`config.mk`:
```
export PLATFORM = sky130hd
export DESIGN_NAME = key_encode83
export DESIGN_NICKNAME = d
export VERILOG_FILES = /design/src/rtl/key_encode83_pkg.sv /design/src/rtl/key_encode83_prio.sv /design/src/rtl/key_encode83.sv
export SDC_FILE = /design/constraint.sdc
export NUM_CORES = 1
export LEC_CHECK = 0
export BUFFER_PORTS_ARGS = -buffer_cell sky130_fd_sc_hd__buf_2
export CAP_MARGIN = 20
export CORE_ASPECT_RATIO = 1.5
export CORE_UTILIZATION = 61
export CTS_CLUSTER_SIZE = 10
export DETAILED_ROUTE_END_ITERATION = 12
export GPL_TIMING_DRIVEN = 0
export PLACE_DENSITY = 0.84
export RECOVER_POWER = 25
export SYNTH_ARGS = -nofsm -noshare
export SYNTH_HDL_FRONTEND = slang
export SYNTH_HIERARCHICAL = 1
export SYNTH_SLANG_ARGS = --single-unit
```
`constraint.sdc`:
```
create_clock -name clk -period 5 [get_ports clk]
set_input_delay 0.25 -clock clk [delete_from_list [all_inputs] [get_ports clk]]
set_output_delay 0.25 -clock clk [all_outputs]
set_load 0.1 [all_outputs]
```
`src/rtl/key_encode83_pkg.sv`:
```
// Shared definitions for the push-button key encoder: FSM state encodings
// and the all-released level of the active-low key bus.
package key_encode83_pkg;

   typedef enum logic [1:0] {
      IDLE     = 2'd0,
      PRESS_DB = 2'd1,
      HELD     = 2'd2,
      REL_DB   = 2'd3
   } state_t;

   localparam logic [7:0] KEY_IDLE = 8'hFF;

endpackage

```
`src/rtl/key_encode83_prio.sv`:
```
// Combinational 8-to-3 priority encoder for active-low keys. Bit 7 has
// highest priority and encodes to 3'b000; bit 0 encodes to 3'b111.
module prio_encode83
   import key_encode83_pkg::*;
(
   input  logic [7:0] key_n,
   output logic [2:0] code,
   output logic       found
);

   // Ascending scan: the last low bit seen (the highest index) wins.
   always_comb begin
      code = 3'b000;
      for (int i = 0; i < 8; i++) begin
         if (!key_n[i]) code = 3'(7 - i);
      end
      found = (key_n != KEY_IDLE);
   end

endmodule

```
`src/rtl/key_encode83.sv`:
```
// Debounced eight-button key encoder: two-flop synchronizer, press/release
// debounce FSM, and a one-cycle valid strobe per accepted press.
module key_encode83
   import key_encode83_pkg::*;
#(
   parameter int DB_CYCLES = 500000,
   parameter int CNT_W     = 20
) (
   input  logic       clk,
   input  logic       rst,
   input  logic [7:0] key_n,
   output logic [2:0] code,
   output logic       valid,
   output logic       key_down,
   output logic       multi
);

   localparam logic [CNT_W-1:0] CNT_LAST = CNT_W'(DB_CYCLES - 1);

   logic [7:0]       sync_p0, sync_p1;
   logic [7:0]       snap, snap_nxt;
   logic [CNT_W-1:0] cnt, cnt_nxt;
   state_t           state, state_nxt;
   logic [2:0]       enc, code_nxt;
   logic             any, valid_nxt, key_down_nxt, multi_nxt;

   function automatic logic multi_low(input logic [7:0] k);
      int n;
      n = 0;
      for (int i = 0; i < 8; i++) begin
         if (!k[i]) n++;
      end
      return (n > 1);
   endfunction

   // Encoder watches the synchronized bus; at acceptance sync equals snap.
   prio_encode83 u_prio (
      .key_n (sync_p1),
      .code  (enc),
      .found (any)
   );

   always_comb begin
      state_nxt    = state;
      cnt_nxt      = cnt;
      snap_nxt     = snap;
      code_nxt     = code;
      multi_nxt    = multi;
      key_down_nxt = key_down;
      valid_nxt    = 1'b0;
      case (state)
         IDLE: begin
            if (any) begin
               state_nxt = PRESS_DB;
               snap_nxt  = sync_p1;
               cnt_nxt   = '0;
            end
         end
         PRESS_DB: begin
            if (!any) begin
               state_nxt = IDLE;
            end else if (sync_p1 != snap) begin
               snap_nxt = sync_p1;
               cnt_nxt  = '0;
            end else if (cnt == CNT_LAST) begin
               state_nxt    = HELD;
               valid_nxt    = 1'b1;
               code_nxt     = enc;
               multi_nxt    = multi_low(snap);
               key_down_nxt = 1'b1;
            end else begin
               cnt_nxt = cnt + CNT_W'(1);
            end
         end
         HELD: begin
            if (!any) begin
               state_nxt = REL_DB;
               cnt_nxt   = '0;
            end
         end
         REL_DB: begin
            if (any) begin
               state_nxt = HELD;
               cnt_nxt   = '0;
            end else if (cnt == CNT_LAST) begin
               state_nxt    = IDLE;
               key_down_nxt = 1'b0;
            end else begin
               cnt_nxt = cnt + CNT_W'(1);
            end
         end
         default: state_nxt = IDLE;
      endcase
   end

   always_ff @(posedge clk or posedge rst) begin
      if (rst) begin
         sync_p0  <= KEY_IDLE;
         sync_p1  <= KEY_IDLE;
         state    <= IDLE;
         cnt      <= '0;
         snap     <= KEY_IDLE;
         code     <= 3'b000;
         valid    <= 1'b0;
         key_down <= 1'b0;
         multi    <= 1'b0;
      end else begin
         sync_p0  <= key_n;
         sync_p1  <= sync_p0;
         state    <= state_nxt;
         cnt      <= cnt_nxt;
         snap     <= snap_nxt;
         code     <= code_nxt;
         valid    <= valid_nxt;
         key_down <= key_down_nxt;
         multi    <= multi_nxt;
      end
   end

endmodule

```
==> results.sh, run 1 <==
export IMPL_critPathLaunch="snap[1]"
export IMPL_grt_max_degree=29
export IMPL_die_height_um=86.8
export IMPL_pwr_share_comb=0.193
export IMPL_slowest_stage="dfstp_2"
export IMPL_drive_gt1_frac=0.232
export IMPL_synth_main_ff_cell="dfrtp_1"
export IMPL_p_sw_uw=236
export IMPL_cts_buffer_depth=2
export IMPL_vias=2130
export IMPL_clkTransAtPathRegs_ps=100
export IMPL_max_freq_mhz=213
export IMPL_overflow=0
export IMPL_power_density_nw_per_um2=273
export IMPL_clkPwrFrac=0.302
export IMPL_clk_latency_ps=310
export IMPL_placed_area_um2=3100
export IMPL_peakVddDrop_v=0.000291
export IMPL_netlist_instances=288
export IMPL_seqCellArea_um2=1330
export IMPL_cts_sinks=52
export IMPL_ff2ff_setup_slack_ps=300
export IMPL_antenna_found_initial=0
export IMPL_status="finished clean"
export IMPL_rsz0062_at_grt="no"
export IMPL_fin_skew_ps=11.9
export IMPL_finalMaxSlewViolations=0
export IMPL_grt_use_met3=0.0418
export IMPL_setup_viol=0
export IMPL_synth_area_leaders="dfrtp_1 (24%), dfstp_2 (22%), xnor2_1 (5.7%)"
export IMPL_worstPathMaxFanout=6
export IMPL_grt_pass1_wl_mm=9.57
export IMPL_final_fill_count=373
export IMPL_sw_frac_of_total=0.267
export IMPL_root_buffer="clkbuf_8"
export IMPL_r2r_cells=20
export IMPL_fin_area_um2=3240
export IMPL_synth_seq_cells=52
export IMPL_synth_edff_count=0
export IMPL_cp_end_kind="flop"
export IMPL_drt_iter0_markers=87
export IMPL_netlist_area_um2=2930
export IMPL_tritoncts="yes"
export IMPL_path_common_cell="ha_1"
export IMPL_tns_ps=0
export IMPL_initial_utilization=0.639
export IMPL_detail_route_antenna_nets=0
export IMPL_cp_arrival_ps=4900
export IMPL_ys_types=54
export IMPL_seq_area_frac_synth=0.455
export IMPL_routabilityCongestion=0.832
export IMPL_p_leak_nw=1.39
export IMPL_max_slew_margin=0.361
export IMPL_tightestPinTransition_ps=957
export IMPL_met2_usage=0.480
export IMPL_vias_per_cell=5.62
export IMPL_routedWlPerCell_um=14.7
export IMPL_dieWidth_um=58.5
export IMPL_dp_hpwl_mm=4.14
export IMPL_grt_busiest_layer="met2"
export IMPL_hold_violations=0
export IMPL_critPathCapture="multi"
export IMPL_timing_final_crit_period_ps=4700
export IMPL_drv_cap=0
export IMPL_antenna_cells=0
export IMPL_syn_nets=307
export IMPL_critPathLaunchType="flop"
export IMPL_crit_required_ps=5200
export IMPL_yosysTopAreaCell="dfrtp_1"
export IMPL_die_area_um2=5080
export IMPL_reg2reg_to="multi"
export IMPL_finalCritPeriodShare=0.940
export IMPL_track_usage=0.252
export IMPL_cp_slowest_stage_delay_ps=570
export IMPL_rows=30
export IMPL_cp_cell_sequence="inv_1, ha_2, xor3_2, ha_1, nand2_1, o311ai_0, ha_1, nor2b_1, a31oi_1, o211ai_1, ha_1, nand2b_1, nand2_1, ha_1, nor2b_1, xnor2_1, xnor2_1, o21a_1, o2111ai_1, o32a_1"
export IMPL_reg2reg_from="snap[1]"
export IMPL_htree_levels=2
export IMPL_synth_warnings=6
export IMPL_yosysTopAreaCellShare=0.240
export IMPL_post_route_util=0.708
export IMPL_firstDrtPassIters=4
export IMPL_hold_class="primary input to flop"
export IMPL_grtUsageMet1=0.268
export IMPL_core_area_um2=4580
export IMPL_seqPwrFrac=0.506
export IMPL_drt_total_wl_mm=5.58
export IMPL_io_pins=16
export IMPL_grt_pass1_vias=2194
export IMPL_cts_made_buffers=5
export IMPL_drt_drc_violations_left=0
export IMPL_ys_async_sr_fraction=1.00
export IMPL_area_delta_synth_final_pct=10.8
export IMPL_p_int_uw=649
export IMPL_multiInputGateArea_um2=1520
export IMPL_syn_area_per_cell_um2=10.2
export IMPL_critPathKind="flop to flop"
export IMPL_layout_nets=333
export IMPL_io_buffers=15
## per-stage QoR
stage	power, mW	setup slack [ps]	instances	hold slack [ps]
finish	0.885	300	379	19.2
global route	0.927	17.4	379	13.4
CTS	0.882	83.3	377	17.4
detailed placement	0.616	98.5	368	317
global placement	0.607	155	367	346
floorplan	0.582	516	288	254
## final cells by class
class / instances / share of cell area
buffer: 10 / 0.0170
clock buffer: 6 / 0.0289
clock inverter: 2 / 0.00386
inverter: 9 / 0.0104
multi-input combinational: 217 / 0.467
sequential: 52 / 0.411
tap: 64 / 0.0247
timing repair buffer: 19 / 0.0371
## layout by cell type, fill, tap and decap left out, types with 3 or more instances in the layout
master,n
a21oi_1,4
a31oi_1,3
and3_1,5
and4_1,6
buf_2,17
clkbuf_1,6
clkbuf_8,5
dfrtp_1,28
dfstp_2,24
ha_1,8
inv_1,9
mux2_2,9
mux2i_1,4
nand2_1,28
nand2b_1,5
nand3_1,3
nand4_1,7
nor2_1,32
nor2b_1,6
nor3_1,3
nor4_1,3
nor4b_1,3
o2111ai_1,3
o21a_1,4
o21ai_0,12
o21ai_1,3
or3_1,3
xnor2_1,19
xor2_1,11
## logic make-up (layout without fill, tap and decap cells)
| family | Yosys count | in the layout | share of synthesized area |
|---|---|---|---|
| adder cells (fa/ha/maj) | 9 | 9 | 0.0385 |
| AND/OR/NAND/NOR | 117 | 117 | 0.216 |
| multiplexers | 13 | 13 | 0.0483 |
| XOR/XNOR | 33 | 33 | 0.107 |
| flip-flops | 52 | 52 | 0.455 |
| buffers and inverters | 19 | 46 | 0.0304 |
| AO/OA/AOI/OAI | 45 | 45 | 0.104 |
## how the worst min path moves through the flow
stage               start    endpoint  slack [ps]  depth (start not counted)
2_1_floorplan    key_n[0]  sync_p0[0]         250                          0
3_3_place_gp   sync_p0[2]  sync_p1[2]         350                          0
3_5_place_dp          rst      cnt[9]         320                          2
4_1_cts          key_n[6]  sync_p0[6]          20                          1
5_1_grt          key_n[6]  sync_p0[6]          10                          1
6_report         key_n[6]  sync_p0[6]          20                          1
## synth_stat cells (all sizes together) (5+ instances only)
library cell	instances
inv	9
nor2b	7
nor2	32
xor2	12
nand2b	5
nor4	5
o21ai	15
and3	5
xnor2	20
clkbuf	6
ha	9
dfrtp	28
and4	6
mux2	9
dfstp	24
nand4	7
nand2	28
## critical path, delay by kind of cell (launching register included)
family / cells / cell delay (ps)
flip-flops: 1 / 570
adder cells (fa/ha/maj): 5 / 1610
AO/OA/AOI/OAI: 6 / 1090
AND/OR/NAND/NOR: 5 / 520
XOR/XNOR: 3 / 700
buffers and inverters: 1 / 80
## timing repair
item                                    4_1_cts  5_1_grt
hold buffers                                  1        0
setup buffers                                 0        2
endpoints found under the hold margin        19        0
endpoints found under the setup margin        0        1
gates resized for setup                       0        2
## power by group through the flow
stage	combinational (mW)	sequential, mW	clock, mW
finish	0.171	0.448	0.267
global route	0.189	0.449	0.288
CTS	0.162	0.448	0.272
detailed placement	0.161	0.455	0
global placement	0.152	0.455	0
floorplan	0.129	0.453	0
## layer usage
layer	share of wire	vias to the layer above	routed length [µm]
li1	-	1063	-
met1	0.40	1039	2220
met2	0.56	18	3140
met3	0.017	10	93
met4	0.021	0	117
met5	0	-	0
## flip-flops by register name (all words and copies together) (netlist names), named ones only
| name | cells |
|---|---|
| cnt | 20 |
| code | 3 |
| key_down | 1 |
| multi | 1 |
| snap | 8 |
| state | 1 |
| sync_p0 | 8 |
| sync_p1 | 8 |
| valid | 1 |
Power figures use the tool's default switching activity.
==> run 2: changes to the inputs <==
BUFFER_PORTS_ARGS = -buffer_cell sky130_fd_sc_hd__buf_4   (was -buffer_cell sky130_fd_sc_hd__buf_2)
==> results.sh, run 2 (synthesis results as in run 1) <==
export IMPL_timing_final_crit_period_ps=4770
export IMPL_rows=30
export IMPL_final_cell_mix="nor2_1 (32), nand2_1 (28), dfrtp_1 (28), dfstp_2 (24), xnor2_1 (19)"
export IMPL_antenna_cells=0
export IMPL_dieWidth_um=58.5
export IMPL_cts_sinks=52
export IMPL_grt_pass1_vias=2113
export IMPL_root_buffer="clkbuf_8"
export IMPL_grt_max_degree=28
export IMPL_rsz0062_at_grt="no"
export IMPL_critPathLaunch="snap[1]"
export IMPL_cts_made_buffers=5
export IMPL_cp_cell_sequence="inv_1, ha_2, xor3_2, ha_1, nand2_1, o311ai_0, ha_1, nor2b_1, a31oi_1, o211ai_1, ha_1, nand2b_1, nand2_1, ha_1, nor2b_1, xnor2_1, xnor2_1, o21a_1, o2111ai_1, o32a_1"
export IMPL_layout_commonest_cell="nor2_1"
export IMPL_drt_total_wl_mm=5.38
export IMPL_cp_slowest_stage_delay_ps=580
export IMPL_vias=2141
export IMPL_hold_violations=0
export IMPL_area_delta_synth_final_pct=11.7
export IMPL_tightestPinTransition_ps=960
export IMPL_max_freq_mhz=210
export IMPL_htree_levels=2
export IMPL_critPathKind="flop to flop"
export IMPL_cp_arrival_ps=4960
export IMPL_tns_ps=0
export IMPL_firstDrtPassIters=4
export IMPL_cp_end_kind="flop"
export IMPL_finalMaxSlewViolations=0
export IMPL_routabilityCongestion=0.829
export IMPL_whs_ps=44.0
export IMPL_crit_required_ps=5190
export IMPL_crit_cells=20
export IMPL_drive_gt1_frac=0.232
export IMPL_largest_register="cnt"
export IMPL_die_area_um2=5080
export IMPL_crit_family="adder cells"
export IMPL_drv_cap=0
export IMPL_initial_utilization=0.639
export IMPL_overflow=0
export IMPL_io_pins=16
export IMPL_dp_hpwl_mm=4.05
export IMPL_routedWlPerCell_um=14.2
export IMPL_detail_route_antenna_nets=0
export IMPL_dpl_cell_count=368
export IMPL_vias_per_cell=5.66
export IMPL_layout_nets=332
export IMPL_fin_skew_ps=7.65
export IMPL_reg2reg_to="multi"
export IMPL_critPathCapture="multi"
export IMPL_reg2reg_from="snap[1]"
export IMPL_peakVddDrop_v=0.000241
export IMPL_slowest_stage="dfstp_2"
export IMPL_die_height_um=86.8
export IMPL_cts_buffer_depth=2
export IMPL_io_buffers=15
export IMPL_instances_no_fill=378
export IMPL_core_area_um2=4580
export IMPL_antenna_found_initial=0
export IMPL_critPathLaunchType="flop"
export IMPL_r2r_cells=20
export IMPL_p_leak_nw=1.38
export IMPL_ff2ff_setup_slack_ps=230
export IMPL_drt_iter0_markers=106
export IMPL_clk_latency_ps=300
export IMPL_hold_class="primary input to flop"
export IMPL_grt_pass1_wl_mm=9.29
export IMPL_max_slew_margin=0.360
export IMPL_drt_drc_violations_left=0
export IMPL_path_buf_inv=1
export IMPL_power_density_nw_per_um2=264
export IMPL_largest_reg_flops=20
export IMPL_worstPathMaxFanout=6
export IMPL_clkTransAtPathRegs_ps=90
export IMPL_track_usage=0.242
export IMPL_tritoncts="yes"
export IMPL_setup_viol=0
export IMPL_path_common_cell="ha_1"
export IMPL_status="finished clean"
export IMPL_finalCritPeriodShare=0.954
-- run 2: cell count changes in the layout (fill, tap and decap cells not counted), sizes merged --
cell and delta:
clkbuf +9, buf -10, clkinvlp +1, clkinv -1
-- run 2: worst min-delay path by stage --
stage / start / endpoint / slack [ps] / depth (start not counted)
final: key_n[7] / sync_p0[7] / 40 / 1
after global routing: key_n[7] / sync_p0[7] / 30 / 1
after CTS: key_n[2] / sync_p0[2] / 30 / 1
after detailed placement: rst / cnt[11] / 330 / 2
after global placement: sync_p0[4] / sync_p1[4] / 350 / 0
after floorplan: key_n[0] / sync_p0[0] / 250 / 0
-- run 2: routing by layer --
layer | up-vias | track usage | part of all wire
li1 | 1068 | - | -
met1 | 1043 | 0.253 | 0.39
met2 | 23 | 0.470 | 0.58
met3 | 7 | 0.0388 | 0.020
met4 | 0 | 0.0909 | 0.016
met5 | - | 0 | 0
-- run 2: report_power, final --
group | switching (mW) | total (mW) | leakage (nW) | internal, mW
combinational | 0.0872 | 0.168 | 0.699 | 0.0811
clock | 0.134 | 0.246 | 0.0434 | 0.112
sequential | 0.00858 | 0.448 | 0.639 | 0.439
total | 0.229 | 0.862 | 1.38 | 0.632
-- run 2: stage by stage --
stage                util  setup slack, ps  total power [mW]  cell area (µm²)
floorplan               -              516             0.582             2930
global placement    0.681              146             0.609             3120
detailed placement  0.685             20.6             0.619             3140
CTS                 0.709             2.58             0.867             3250
finish              0.713              231             0.862             3270
global route        0.713             32.1             0.905             3270
-- run 2: what timing repair did --
item                                   in CTS  in global routing
setup endpoints to repair                   0                  1
endpoints found under the hold margin       8                  0
gates resized for setup                     0                  4
hold buffers                                1                  0
buffers inserted                            0                  1
-- run 2: worst reg2reg max path, stage by stage, from the launching register on --
cell and delay [ps]:
dfstp_2 580, inv_1 80, ha_2 420, xor3_2 360, ha_1 330, nand2_1 70, o311ai_0 170, ha_1 330
nor2b_1 130, a31oi_1 160, o211ai_1 210, ha_1 340, nand2b_1 110, nand2_1 70, ha_1 210, nor2b_1 140
xnor2_1 190, xnor2_1 170, o21a_1 140, o2111ai_1 120, o32a_1 320
-- run 2: final cells by class --
type,instances,area [µm²]
timing repair buffer,18,150
multi-input combinational,217,1520
inverter,9,33.8
clock buffer,6,82.6
fill,363,1310
tap,64,80.1
clock inverter,2,15.0
sequential,52,1330
buffer,10,55.1
